`src/rtl/router_terminal_if.sv`:
```
// router_terminal_if: per-terminal FIFO handshake between router_bus_gnrtr (master) and a terminal (slave)
interface router_terminal_if #(parameter int pckg_sz = 32);
  logic [pckg_sz-1:0] data_out_i_in;
  logic [pckg_sz-1:0] data_out;
  logic pndng_i_in;
  logic popin;
  logic pndng;
  logic pop;
  modport master (input data_out_i_in, pndng_i_in, pop, output popin, data_out, pndng);
  modport slave (output data_out_i_in, pndng_i_in, pop, input popin, data_out, pndng);
endinterface

```
`src/rtl/router_terminal.sv`:
```
// router_terminal: bus endpoint with a TX FIFO toward the bus and a destination-filtered RX holding register
module router_terminal #(
  parameter int pckg_sz = 32,
  parameter int fifo_depth = 16,
  parameter logic [7:0] term_id = 8'd0,
  parameter logic [7:0] broadcast = 8'hFF
) (
  input  logic                          clk,
  input  logic                          reset,
  input  logic                          tx_push,
  input  logic [7:0]                    tx_dest,
  input  logic [pckg_sz-9:0]            tx_payload,
  output logic                          tx_full,
  output logic [$clog2(fifo_depth):0]   tx_count,
  output logic [15:0]                   tx_drop_cnt,
  output logic                          rx_valid,
  output logic [pckg_sz-1:0]            rx_data,
  input  logic                          rx_ready,
  output logic [15:0]                   misroute_cnt,
  router_terminal_if.slave              bus
);
  localparam int aw = $clog2(fifo_depth);
  localparam int cw = aw + 1;
  typedef enum logic {RX_IDLE, RX_HOLD} state_t;
  logic [pckg_sz-1:0] mem [fifo_depth];
  logic [aw-1:0] wr_q, wr_d, rd_q, rd_d;
  logic [cw-1:0] cnt_q, cnt_d;
  logic [15:0] drop_q, drop_d, mis_q, mis_d;
  state_t state_q, state_d;
  logic rx_valid_q, rx_valid_d;
  logic [pckg_sz-1:0] rx_data_q, rx_data_d;
  logic tx_pop, tx_ok, accept, rx_take;
  assign tx_full = cnt_q == cw'(fifo_depth);
  assign tx_count = cnt_q;
  assign tx_drop_cnt = drop_q;
  assign misroute_cnt = mis_q;
  assign rx_valid = rx_valid_q;
  assign rx_data = rx_data_q;
  assign bus.pndng_i_in = cnt_q != '0 && !reset;
  assign bus.data_out_i_in = cnt_q != '0 ? mem[rd_q] : '0;
  // gated by reset so the bus sees pop drop as soon as reset rises
  assign bus.pop = bus.pndng && state_q == RX_IDLE && !reset;
  always_comb begin
    tx_pop = bus.popin && cnt_q != '0;
    tx_ok = tx_push && (!tx_full || tx_pop);
    wr_d = tx_ok ? wr_q + aw'(1) : wr_q;
    rd_d = tx_pop ? rd_q + aw'(1) : rd_q;
    cnt_d = (tx_ok && !tx_pop) ? cnt_q + cw'(1) : (!tx_ok && tx_pop) ? cnt_q - cw'(1) : cnt_q;
    drop_d = (tx_push && !tx_ok && drop_q != 16'hFFFF) ? drop_q + 16'd1 : drop_q;
    accept = bus.data_out[pckg_sz-1 -: 8] == term_id || bus.data_out[pckg_sz-1 -: 8] == broadcast;
    rx_take = bus.pop && accept;
    mis_d = (bus.pop && !accept && mis_q != 16'hFFFF) ? mis_q + 16'd1 : mis_q;
    state_d = state_q == RX_IDLE ? (rx_take ? RX_HOLD : RX_IDLE) : (rx_ready ? RX_IDLE : RX_HOLD);
    rx_valid_d = state_d == RX_HOLD;
    rx_data_d = rx_take ? bus.data_out : rx_data_q;
  end
  always_ff @(posedge clk or posedge reset) begin
    if (reset) begin
      wr_q <= '0;
      rd_q <= '0;
      cnt_q <= '0;
      drop_q <= '0;
      mis_q <= '0;
      state_q <= RX_IDLE;
      rx_valid_q <= 1'b0;
      rx_data_q <= '0;
    end else begin
      wr_q <= wr_d;
      rd_q <= rd_d;
      cnt_q <= cnt_d;
      drop_q <= drop_d;
      mis_q <= mis_d;
      state_q <= state_d;
      rx_valid_q <= rx_valid_d;
      rx_data_q <= rx_data_d;
    end
  end
  always_ff @(posedge clk) begin
    if (tx_ok) mem[wr_q] <= {tx_dest, tx_payload};
  end
endmodule

```
`src/flat_wrapper.sv`:
```
// flat-port wrapper written by rule: the top's interface ports become plain ports
module router_terminal_flat 
#(
  parameter int pckg_sz = 32,
  parameter int fifo_depth = 16,
  parameter logic [7:0] term_id = 8'd0,
  parameter logic [7:0] broadcast = 8'hFF
)
  (clk, reset, tx_push, tx_dest, tx_payload, tx_full, tx_count, tx_drop_cnt, rx_valid, rx_data, rx_ready, misroute_cnt, bus_data_out_i_in, bus_pndng_i_in, bus_pop, bus_popin, bus_data_out, bus_pndng);
  router_terminal_if #(.pckg_sz(pckg_sz)) bus_i ();
  input  logic clk;
  input  logic reset;
  input  logic tx_push;
  input  logic [7:0] tx_dest;
  input  logic [pckg_sz-9:0] tx_payload;
  output logic tx_full;
  output logic [$clog2(fifo_depth):0] tx_count;
  output logic [15:0] tx_drop_cnt;
  output logic rx_valid;
  output logic [pckg_sz-1:0] rx_data;
  input  logic rx_ready;
  output logic [15:0] misroute_cnt;
  output wire logic [$bits(bus_i.data_out_i_in)-1:0] bus_data_out_i_in;
  output wire logic [$bits(bus_i.pndng_i_in)-1:0] bus_pndng_i_in;
  output wire logic [$bits(bus_i.pop)-1:0] bus_pop;
  input wire logic [$bits(bus_i.popin)-1:0] bus_popin;
  input wire logic [$bits(bus_i.data_out)-1:0] bus_data_out;
  input wire logic [$bits(bus_i.pndng)-1:0] bus_pndng;
  assign bus_data_out_i_in = bus_i.data_out_i_in;
  assign bus_pndng_i_in = bus_i.pndng_i_in;
  assign bus_pop = bus_i.pop;
  assign bus_i.popin = bus_popin;
  assign bus_i.data_out = bus_data_out;
  assign bus_i.pndng = bus_pndng;
  router_terminal #(.pckg_sz(pckg_sz), .fifo_depth(fifo_depth), .term_id(term_id), .broadcast(broadcast)) u_core (.clk(clk), .reset(reset), .tx_push(tx_push), .tx_dest(tx_dest), .tx_payload(tx_payload), .tx_full(tx_full), .tx_count(tx_count), .tx_drop_cnt(tx_drop_cnt), .rx_valid(rx_valid), .rx_data(rx_data), .rx_ready(rx_ready), .misroute_cnt(misroute_cnt), .bus(bus_i));
endmodule
```
`config.mk`:
```
export PLATFORM = sky130hd
export DESIGN_NAME = router_terminal_flat
export DESIGN_NICKNAME = d
export VERILOG_FILES = /design/src/rtl/router_terminal_if.sv /design/src/rtl/router_terminal.sv /design/src/flat_wrapper.sv
export SDC_FILE = /design/constraint.sdc
export NUM_CORES = 1
export LEC_CHECK = 0
export CORE_MARGIN = 2
export CORE_UTILIZATION = 63
export CTS_CLUSTER_SIZE = 28
export DETAILED_ROUTE_END_ITERATION = 10
export PLACE_DENSITY = 0.82
export SETUP_SLACK_MARGIN = 0.05
export SYNTH_ARGS = -nofsm -noshare
export SYNTH_HDL_FRONTEND = slang
export SYNTH_SLANG_ARGS = --single-unit
```
`constraint.sdc`:
```
create_clock -name clk -period 7.5 [get_ports clk]
set_input_delay 1.875 -clock clk [delete_from_list [all_inputs] [get_ports clk]]
set_output_delay 1.875 -clock clk [all_outputs]
set_load 0.01 [all_outputs]
```
---- After elaboration in Yosys (flattened, before gate mapping) ----
Memories as Yosys holds them, arrays and structs flattened.
Cells that the tools add are included.
storage, ports and cells
  input bits .............................. 70
  flip-flop bits (word level) ............. 78
  memories ................................ 1
  bits in writable memories ............... 512
  logic and storage cells ................. 49
  output and inout bits ................... 105
memories
  memory      depth  width  read ports  clocked after memory_dff  write ports  RTL line               RTL
  u_core.mem  16     32     1           0                         1            router_terminal.sv:25  logic [pckg_sz-1:0] mem [fifo_depth];
operators by class
  add/sub/neg operators ................... 6
  eq/ne operators ......................... 4
  multiplexer cells ....................... 8
  bitwise logic cells ..................... 1
  reduce and logical (&&, ||, !) cells .... 22
operators by type and width
  kind                   number
  $add 16x1->16 const B  2
  $mux 32                1
  $ne 16x16->1 const B   2
  $logic_and 1x1->1      12
  $mux 5                 2
  $add 4x1->4 const B    2
  $eq 8x8->1 const B     1
  $logic_not 8->1        1
  $add 5x1->5 const B    1
  $eq 5x5->1 const B     1
  $logic_not 1->1        5
  $mux 1                 5
  $reduce_bool 5->1      1
  $sub 5x1->5 const B    1
  $logic_or 1x1->1       2
  $reduce_bool 2->1      1
  $not 1->1              1

---- Depth between registers and ports, before layout ----
Gate-level depths: netlist of the first run.
  depth in word-level cells ............... 8
  depth in mapped cells ................... 11
  depth with buffers taken out ............ 11

---- Least setup slack after synthesis of the first run ----
No wires, ideal clock.
  path kind ............................... input to output
  start point ............................. input port reset
  end point ............................... output port bus_pndng_i_in
  cell stages on the path ................. 2
  path slack .............................. 1.772 ns
  buffers on the path ..................... 0
  data required time ...................... 5.625 ns
  arrival time ............................ 3.853 ns
  cell sequence ........................... inv_1 -> and2_1
between the ends
  longest elaborated chain between the ends .. 2
RTL lines
  element            RTL line               RTL
  start, declared    flat_wrapper.sv:12     input logic reset;
  $logic_not 1->1    router_terminal.sv:39  assign bus.pndng_i_in = cnt_q != '0 && !reset;
  $logic_and 1x1->1  router_terminal.sv:39
  end, declared      flat_wrapper.sv:24     output wire logic [$bits(bus_i.pndng_i_in)-1:0] bus_pndng_i_in;
No other way between the ends.

---- Worst setup path after layout of the first run ----
Same ends and word-level chain as after synthesis.

==> results of run 1 <==
power by group through the flow:
stage	registers, mW	logic (mW)	clock network, mW
6_report	4.26	2.82	2.59
5_1_grt	4.30	2.98	2.74
4_1_cts	4.26	2.85	2.62
3_5_place_dp	4.32	2.79	0
3_3_place_gp	4.29	2.73	0
2_1_floorplan	4.11	1.88	0
state kept, by name, indices dropped and copies added, names as in the netlist:
name	cells
u_core.mem	512
u_core.misroute_cnt	16
u_core.rd_q	4
u_core.rx_data	32
u_core.state_q	1
u_core.tx_count	5
u_core.tx_drop_cnt	16
u_core.wr_q	4
placed cells by master, fill, tap and decap left out, types with 3 or more instances in the layout:
cell type,count
ha_1,12
clkbuf_1,12
clkbuf_16,57
nor3_2,7
o22ai_1,32
nor4_2,3
clkinv_2,18
clkinv_1,10
nor2_4,12
a21oi_1,3
nand2_1,31
nor4_1,7
mux4_2,128
dfrtp_4,3
dfrtp_1,75
nand2b_1,3
mux2i_1,66
clkdlybuf4s50_1,174
edfxtp_1,512
xnor2_1,19
nor3_1,9
inv_1,11
clkinvlp_4,3
nand3_1,11
xor2_1,16
nor2_1,11
o21ai_0,6
and2_1,4
nand4_1,13
buf_4,25
a21o_1,9
mux2_2,28
layer usage:
| layer | global-route usage [%] | vias to the layer above |
|---|---|---|
| met4 | 7.44 | 4 |
| met5 | 0 | - |
| li1 | - | 4935 |
| met2 | 45.7 | 614 |
| met3 | 5.13 | 97 |
| met1 | 35.9 | 6120 |
worst min-delay path by stage:
stage                                    from                              to  slack [ns]  depth (start not counted)
3_5_place_dp   u_core.rx_data[29]$_DFFE_PP0P_  u_core.rx_data[29]$_DFFE_PP0P_        0.47                          1
2_1_floorplan      u_core.rd_q[2]$_DFFE_PP0P_      u_core.rd_q[2]$_DFFE_PP0P_        0.48                          1
6_report       u_core.rx_data[29]$_DFFE_PP0P_  u_core.rx_data[29]$_DFFE_PP0P_        0.47                          1
4_1_cts        u_core.rx_data[29]$_DFFE_PP0P_  u_core.rx_data[29]$_DFFE_PP0P_        0.48                          1
3_3_place_gp   u_core.rx_data[31]$_DFFE_PP0P_  u_core.rx_data[31]$_DFFE_PP0P_        0.46                          1
5_1_grt        u_core.rx_data[29]$_DFFE_PP0P_  u_core.rx_data[29]$_DFFE_PP0P_        0.51                          1
critical path, cell delays in order:
cell             delay, ns
clkdlybuf4s50_1       0.54
clkinv_2              0.46
and2_1                0.32
clkdlybuf4s50_1       0.47
layout make-up:
cell class                      instances  area (µm²)  share of cell area, %
Clock inverter                         32         184                  0.678
Multi-Input combinational cell        452        5510                   20.3
Antenna cell                            2        5.00                 0.0185
Clock buffer                           70        1490                   5.48
Sequential cell                       590       17300                   63.9
Timing Repair Buffer                  201        1970                   7.26
Tap cell                              468         586                   2.16
Inverter                               12        46.3                  0.171
kinds of logic (layout without fill, tap and decap cells):
kind of cell | Yosys count | count (layout) | share of synthesized area [%]
simple gates | 128 | 128 | 3.09
flops | 590 | 590 | 75.3
buf+inv | 64 | 315 | 1.29
compound gates | 54 | 54 | 1.51
mux | 222 | 222 | 16.8
xor+xnor | 35 | 35 | 1.33
fa+ha+maj | 13 | 13 | 0.739
other cells | 0 | 2 | 0
stage by stage:
| stage | hold slack [ns] | util [%] | cell area (µm²) | power [mW] |
|---|---|---|---|---|
| floorplan | 0.478 | - | 23000 | 5.99 |
| global placement | 0.459 | 70.2 | 25400 | 7.03 |
| detailed placement | 0.467 | 70.2 | 25400 | 7.11 |
| CTS | 0.480 | 74.8 | 27100 | 9.73 |
| global route | 0.507 | 74.8 | 27100 | 10.0 |
| finish | 0.473 | 74.8 | 27100 | 9.67 |
==> impl_metrics.toml, run 1 <==
[logic_synthesis]
synth_edf_count = 512
ys_warn_count = 0
ys_ff_latch = 590
netlist_top_cells_area = "edfxtp_1, mux4_2, dfrtp_1, mux2i_1, mux2_2"
syn_avg_cell_area_um2 = 20.8
syn_inst = 1106
ys_top_cells_by_count = "edfxtp_1, mux4_2, dfrtp_1, mux2i_1, o22ai_1"
yosysMostFrequentCell = "edfxtp_1"
synth_nets = 1189
netlist.area_leader.share_pct = 66.8
ys_types = 46
async_reset_ff_share_pct = 13.2
synth.cell_area_um2 = 23000
ys_seq_area_share_pct = 75.3
yosys.area.top_type = "edfxtp_1"
ys.flop_type = "edfxtp_1"

[timing]
skew_ns = 0.0102
slew_violations = 0
post-route-period-util_pct = 74.1
fin_tns_setup_ns = 0
worst_slack_ns = 1.94
max_freq_mhz = 180
rsz0062_at_grt = "false"
hold_viol = 0
worstMarginPinSlew_ns = 1.22
setup_viol = 0
finalCriticalPeriod_ns = 5.56
maxSlewHeadroom_pct = 18.3

[detailed_routing]
vias_per_cell = 6.44
drtIter0Drc = 1055
route.vias.total = 11770
top_layer = "met5"
drt-met1-wl_um = 19300
drc = 0
dr.pass1.iters = 5
routed-wl-met2_um = 25400
wl_per_cell_um = 27.4
wl_um = 50000
drtAntennaViolNets = 0
wl_met3_um = 4110

[pwr]
leakagePower_nw = 9.27
p_int_mw = 6.80
switching_power_mw = 2.87
pwr-share-seq_pct = 44.1
power.density_nw_per_um2 = 356
clkPwrFrac_pct = 26.8
peakVddDrop_v = 0.000306
p_sw_share_pct = 29.7
p_comb_share_pct = 29.1

[setup_path]
critPathCapture = "bus_pndng_i_in"
required_ns = 5.62
crit-reg2reg-launch = "u_core.tx_count[0]$_DFFE_PP0P_"
cp.arrival_ns = 3.68
cp_max_fo = 32
startpoint = "reset"
rr_worst_depth = 6
criticalPathCategory = "in -> out"
reg2reg_to = "u_core.mem[1][2]$_DFFE_PP_"
worstSetupStartpointType = "input port"
regToRegSetupSlack_ns = 3.93
endpoint_kind = "output port"

[grt]
grt.overflow.total = 0
grt_antenna_before_repair = 4
grt_pass1_wl_um = 75000
first_global_vias = 12175
track_usage_pct = 26.7
grt_max_degree = 57

[min_path]
hp-class = "reg -> reg"

[outcome]
status = "complete, no violations"

[cts]
cts_hold_buf = 0
cts_sinks = 590
max-clock-path-buffers = 3
clk_pin_slew_ns = 0.06
cts_root_buffer = "clkbuf_16"
cts_buffers = 56
cts_setup_buffers = 0
cts_tree = "built"
clock_latency_ns = 0.57
post_cts_resized = 0
ctsHtreeMaxLevel = 2

[place]
io_buffer_count = 174
dp.cells = 1723
dp_hpwl_um = 27300
dp_slack_ns = 1.88
gp_congestion = 0.774

[floorplanning]
initial_core_util_pct = 63.5
die_h_um = 195
num_io_pins = 175
dieArea_um2 = 38100
design.core.area_um2 = 36300
num_rows = 70
die-width_um = 195

[cells_and_area]
area_growth_pct = 17.8
layoutNonFillerInstCount = 1827
drive_gt1_share_pct = 22.1
fillers = 1991
nets = 1396

[job]
drv_cap = 0
Note: power is estimated with default switching activity, not from simulation.
==> inputs of run 2 (changes only) <==
--- a/config.mk
+++ b/config.mk
@@ -6,10 +6,10 @@
 export NUM_CORES = 1
 export LEC_CHECK = 0
 export CORE_MARGIN = 2
-export CORE_UTILIZATION = 63
+export CORE_UTILIZATION = 58
 export CTS_CLUSTER_SIZE = 28
 export DETAILED_ROUTE_END_ITERATION = 10
-export PLACE_DENSITY = 0.82
+export PLACE_DENSITY = 0.76
 export SETUP_SLACK_MARGIN = 0.05
 export SYNTH_ARGS = -nofsm -noshare
 export SYNTH_HDL_FRONTEND = slang
==> constraint.sdc (replaced) <==
create_clock -name clk -period 5.2 [get_ports clk]
set_input_delay 1.3 -clock clk [delete_from_list [all_inputs] [get_ports clk]]
set_output_delay 1.3 -clock clk [all_outputs]
set_load 0.01 [all_outputs]
==> run 2 against run 1 <==
Effect of this change:
- routed wire length is 3.3% lower
- clock skew increased by 0.014 ns
- largest power group unchanged
- sequential power increased by 43%
- critical endpoint is now bus_data_out_i_in[30]
- worst setup slack worse by 1.3 ns
- cell count up 3.0%
- sequential share of layout area is 0.87 points lower
- combinational power up 46%
- first-iteration DRC count fell by 0.38%
- power up 47%
- clock power is 56% higher
- final area increased by 1.4%
- critical path depth is 1 higher
==> impl_metrics.toml, run 2 (synthesis gave the netlist of run 1 again) <==
[floorplanning]
design.core.area_um2 = 38900
dieArea_um2 = 41300
initial_core_util_pct = 59.1
die_h_um = 203
num_rows = 72
die-width_um = 203
num_io_pins = 175

[detailed_routing]
drc = 0
drtAntennaViolNets = 0
route.vias.total = 11540
dr.pass1.iters = 4
wl_um = 48400
wl_per_cell_um = 25.7
vias_per_cell = 6.13
drtIter0Drc = 1051

[cts]
cts_sinks = 590
post_cts_resized = 0
cts_tree = "built"
cts_root_buffer = "clkbuf_16"
clock_latency_ns = 0.61
ctsHtreeMaxLevel = 2
cts_setup_buffers = 0
max-clock-path-buffers = 3
cts_hold_buf = 0
cts_buffers = 56
clk_pin_slew_ns = 0.06

[setup_path]
crit-reg2reg-launch = "u_core.tx_count[0]$_DFFE_PP0P_"
slowest_delay_ns = 0.76
required_ns = 3.90
criticalPathCategory = "reg -> out"
regToRegSetupSlack_ns = 2.22
endpoint_kind = "output port"
worstSetupStartpointType = "register"
startpoint = "u_core.rd_q[0]$_DFFE_PP0P_"
crit_path_cell_trace = "buf_4, mux4_2, mux2i_1, o22ai_1, clkdlybuf4s50_1"
cp_max_fo = 23
cp.arrival_ns = 3.28
slowest_stage = "dfrtp_4"

[place]
gp_congestion = 0.777
dp.cells = 1777
dp_slack_ns = 1.08
io_buffer_count = 174
dp_hpwl_um = 26300

[cells_and_area]
post-route-util_pct = 70.6
top_register = "u_core.mem"
area.sequential_um2 = 17300
fillers = 2375
drive_gt1_share_pct = 22.5
final_cell_mix = "edfxtp_1, clkdlybuf4s50_1, mux4_2"
multi_input_area_um2 = 5510
nets = 1400
layout_commonest_cell = "edfxtp_1"
n_antenna_cell = 0
area_growth_pct = 19.4
largest_reg_flops = 512
layoutNonFillerInstCount = 1882

[timing]
max_freq_mhz = 218
rsz0062_at_grt = "false"
skew_ns = 0.0243
worst_slack_ns = 0.616
hold_viol = 0
maxSlewHeadroom_pct = 34.5
fin_tns_setup_ns = 0
hold_slack_ns = 0.474
slew_violations = 0
setup_viol = 0
finalCriticalPeriod_ns = 4.58
worstMarginPinSlew_ns = 0.983
post-route-period-util_pct = 88.1

[outcome]
status = "complete, no violations"

[grt]
track_usage_pct = 24.1
grt_max_degree = 79
grt_antenna_before_repair = 0
grt_pass1_wl_um = 73100
grt.overflow.total = 0
first_global_vias = 11984

[pwr]
leakagePower_nw = 9.41
power.density_nw_per_um2 = 518
peakVddDrop_v = 0.000463

[min_path]
hp-class = "reg -> reg"
min-delay-start = "u_core.rx_data[26]$_DFFE_PP0P_"

[job]
drv_cap = 0
==> run 2: cell type report <==
cell class	count	share of cell area, %
flip-flops and latches	590	63.1
multi-input cells	452	20.0
repair buffers	205	7.68
clock buffers	77	5.64
well taps	518	2.36
clock inverters	28	1.05
inverters	12	0.168
==> run 2: per-stage QoR <==
stage          area, µm²  power (mW)
2_1_floorplan      23000        8.63
3_5_place_dp       25700        10.3
5_1_grt            27500        14.8
3_3_place_gp       25700        10.2
4_1_cts            27500        14.4
6_report           27500        14.2
==> run 2: final timing paths <==
| check | to | depth (start not counted) |
|---|---|---|
| hold reg to reg | u_core.rx_data[26]$_DFFE_PP0P_ | 1 |
| setup reg to reg | u_core.tx_count[4]$_DFFE_PP0P_ | 11 |
| setup / recovery | bus_data_out_i_in[30] | 5 |
| hold / removal | u_core.rx_data[26]$_DFFE_PP0P_ | 1 |
| min in group asynchronous | u_core.tx_count[2]$_DFFE_PP0P_ | 3 |
| max in group asynchronous | u_core.rd_q[0]$_DFFE_PP0P_ | 3 |
==> run 2: layer usage <==
layer  wire length (µm)  vias to the layer above  global-route usage (%)
li1                   -                     4943                       -
met1              19500                     6050                    32.3
met2              24700                      465                    41.1
met3               3040                       82                    4.49
met4               1130                        0                    6.86
met5                  0                        -                       0
==> run 2: report_power, final <==
| group | internal [mW] | leakage [nW] | switching [mW] |
|---|---|---|---|
| Sequential | 5.66 | 5.66 | 0.418 |
| Clock | 2.38 | 0.909 | 1.67 |
| Combinational | 2.12 | 2.84 | 1.99 |
| Total | 10.2 | 9.41 | 4.08 |
==> run 2: critical path: cells and delay by family, from the launching register on <==
family,cells,cell delay (ns)
mux,2,0.76
flops,1,0.76
compound gates,1,0.11
buf+inv,2,1.04
==> inputs of run 3 (changes only) <==
--- a/config.mk
+++ b/config.mk
@@ -6,10 +6,10 @@
 export NUM_CORES = 1
 export LEC_CHECK = 0
 export CORE_MARGIN = 2
-export CORE_UTILIZATION = 58
+export CORE_UTILIZATION = 53
 export CTS_CLUSTER_SIZE = 28
 export DETAILED_ROUTE_END_ITERATION = 10
-export PLACE_DENSITY = 0.76
+export PLACE_DENSITY = 0.73
 export SETUP_SLACK_MARGIN = 0.05
 export SYNTH_ARGS = -nofsm -noshare
 export SYNTH_HDL_FRONTEND = slang
==> constraint.sdc (replaced) <==
create_clock -name clk -period 4.05 [get_ports clk]
set_input_delay 1.0125 -clock clk [delete_from_list [all_inputs] [get_ports clk]]
set_output_delay 1.0125 -clock clk [all_outputs]
set_load 0.01 [all_outputs]
==> run 3 against run 2 <==
Effect of this change:
- critical path depth unchanged
- core utilization down 5.0 points
- global-route usage down 2.2 points
- sequential share of layout area down 1.6 points
- clock power up 42%
- worst setup slack worse by 0.45 ns
- routed wire length up 0.36%
- first-iteration DRC count down 0.67%
- cell count up 5.8%
- clock skew down 0.0076 ns
- critical path type unchanged
- highest routed layer is now met5
==> impl_metrics.toml, run 3 (synthesis gave the netlist of run 1 again) <==
[outcome]
status = "complete, no violations"

[pwr]
p_comb_share_pct = 30.5
peakVddDrop_v = 0.000526
switching_power_mw = 5.44
clkPwrFrac_pct = 29.8
pwr-share-seq_pct = 39.7
power.density_nw_per_um2 = 683
p_sw_share_pct = 28.3
leakagePower_nw = 9.73
p_int_mw = 13.8

[cells_and_area]
nets = 1438
top_register = "u_core.mem"
final_cell_mix = "edfxtp_1, clkdlybuf4s50_1, mux4_2"
layout_commonest_cell = "edfxtp_1"
area_growth_pct = 22.5
layoutNonFillerInstCount = 1991
fillers = 2878
largest_reg_flops = 512
drive_gt1_share_pct = 24.9

[timing]
hold_viol = 0
worstMarginPinSlew_ns = 0.991
skew_ns = 0.0167
slew_violations = 0
fin_tns_setup_ns = 0
max_freq_mhz = 257
finalCriticalPeriod_ns = 3.88
setup_viol = 0
post-route-period-util_pct = 95.9
rsz0062_at_grt = "true"
maxSlewHeadroom_pct = 33.9

[detailed_routing]
dr.pass1.iters = 5
wl_um = 48600
wl_per_cell_um = 24.4
drtIter0Drc = 1044
drc = 0
drtAntennaViolNets = 0
route.vias.total = 11673
vias_per_cell = 5.86

[grt]
grt.overflow.total = 0
grt_pass1_wl_um = 72800
first_global_vias = 11967
grt_antenna_before_repair = 3
track_usage_pct = 22.0
grt_max_degree = 79

[floorplanning]
die-width_um = 212
num_io_pins = 175
design.core.area_um2 = 43000
initial_core_util_pct = 53.5
num_rows = 76
dieArea_um2 = 45100
die_h_um = 212

[setup_path]
cp.arrival_ns = 2.87
endpoint_kind = "output port"
required_ns = 3.04
criticalPathCategory = "reg -> out"
cp_max_fo = 29
worstSetupStartpointType = "register"

[place]
dp.cells = 1871
io_buffer_count = 174
gp_congestion = 0.804
dp_hpwl_um = 28800

[cts]
cts_root_buffer = "clkbuf_16"
max-clock-path-buffers = 3
clock_latency_ns = 0.61
clk_pin_slew_ns = 0.06
cts_sinks = 590
cts_buffers = 58
cts_tree = "built"
cts_hold_buf = 0
ctsHtreeMaxLevel = 2

[job]
drv_cap = 0

[min_path]
hp-class = "reg -> reg"
-- run 3: area by class of cell --
type	count	area [µm²]	area share (%)
well taps	585	732	2.60
diodes	2	5.00	0.0177
flip-flops and latches	590	17300	61.5
clock buffers	76	1580	5.60
inverters	12	48.8	0.173
multi-input cells	452	5550	19.7
repair buffers	241	2460	8.74
clock inverters	33	487	1.73
-- run 3: final timing paths --
kind                                                start                           endpoint  slack, ns  cells past startpoint
setup / recovery               u_core.rd_q[0]$_DFFE_PP0P_              bus_data_out_i_in[20]       0.17                      5
setup reg to reg           u_core.tx_count[0]$_DFFE_PP0P_     u_core.tx_count[4]$_DFFE_PP0P_       1.07                     11
max in group asynchronous                           reset         u_core.rd_q[3]$_DFFE_PP0P_       1.96                      3
hold / removal             u_core.rx_data[31]$_DFFE_PP0P_     u_core.rx_data[31]$_DFFE_PP0P_       0.48                      1
hold reg to reg            u_core.rx_data[31]$_DFFE_PP0P_     u_core.rx_data[31]$_DFFE_PP0P_       0.48                      1
min in group asynchronous                           reset  u_core.tx_drop_cnt[0]$_DFFE_PP0P_       1.31                      3
-- run 3: worst max-delay path: stages, from the launching register on --
cell             delay [ns]
dfrtp_4                0.53
buf_12                 0.27
mux4_2                 0.53
mux2i_1                0.19
o22ai_1                0.20
clkdlybuf4s50_1        0.53
-- run 3: metal layers --
layer | GRT usage [%] | wire [µm] | part of all wire [%]
met3 | 4.18 | 2800 | 5.8
met2 | 35.4 | 23800 | 49
met4 | 6.99 | 1220 | 2.5
met1 | 30.8 | 20700 | 43
met5 | 0 | 27 | 0.056
-- run 3: power by group through the flow --
stage / registers [mW] / logic [mW] / clock network [mW]
after floorplan: 7.60 / 3.49 / 0
after global placement: 7.74 / 5.66 / 0
after detailed placement: 7.78 / 5.72 / 0
after CTS: 7.65 / 5.87 / 5.83
after global routing: 7.70 / 6.28 / 6.09
final: 7.65 / 5.87 / 5.74
-- run 3: repair_timing --
action | 4_1_cts | 5_1_grt
pin swaps | 1 | 0
resized for setup | 4 | 4
buffers inserted | 6 | 1
endpoints found under the setup margin | 27 | 20
hold endpoints to repair | 0 | 0
cloned | 0 | 2
-- run 3: per-stage QoR --
step                worst slack [ns]  area (µm²)  power (mW)  hold WS (ns)  util [%]
detailed placement             0.418       26000        13.5         0.465      60.5
global placement               0.563       26000        13.4         0.462      60.5
CTS                           0.0524       28100        19.3         0.478      65.4
global route                  0.0335       28200        20.1         0.497      65.6
finish                         0.166       28200        19.3         0.476      65.6
floorplan                      0.508       23000        11.1         0.478         -
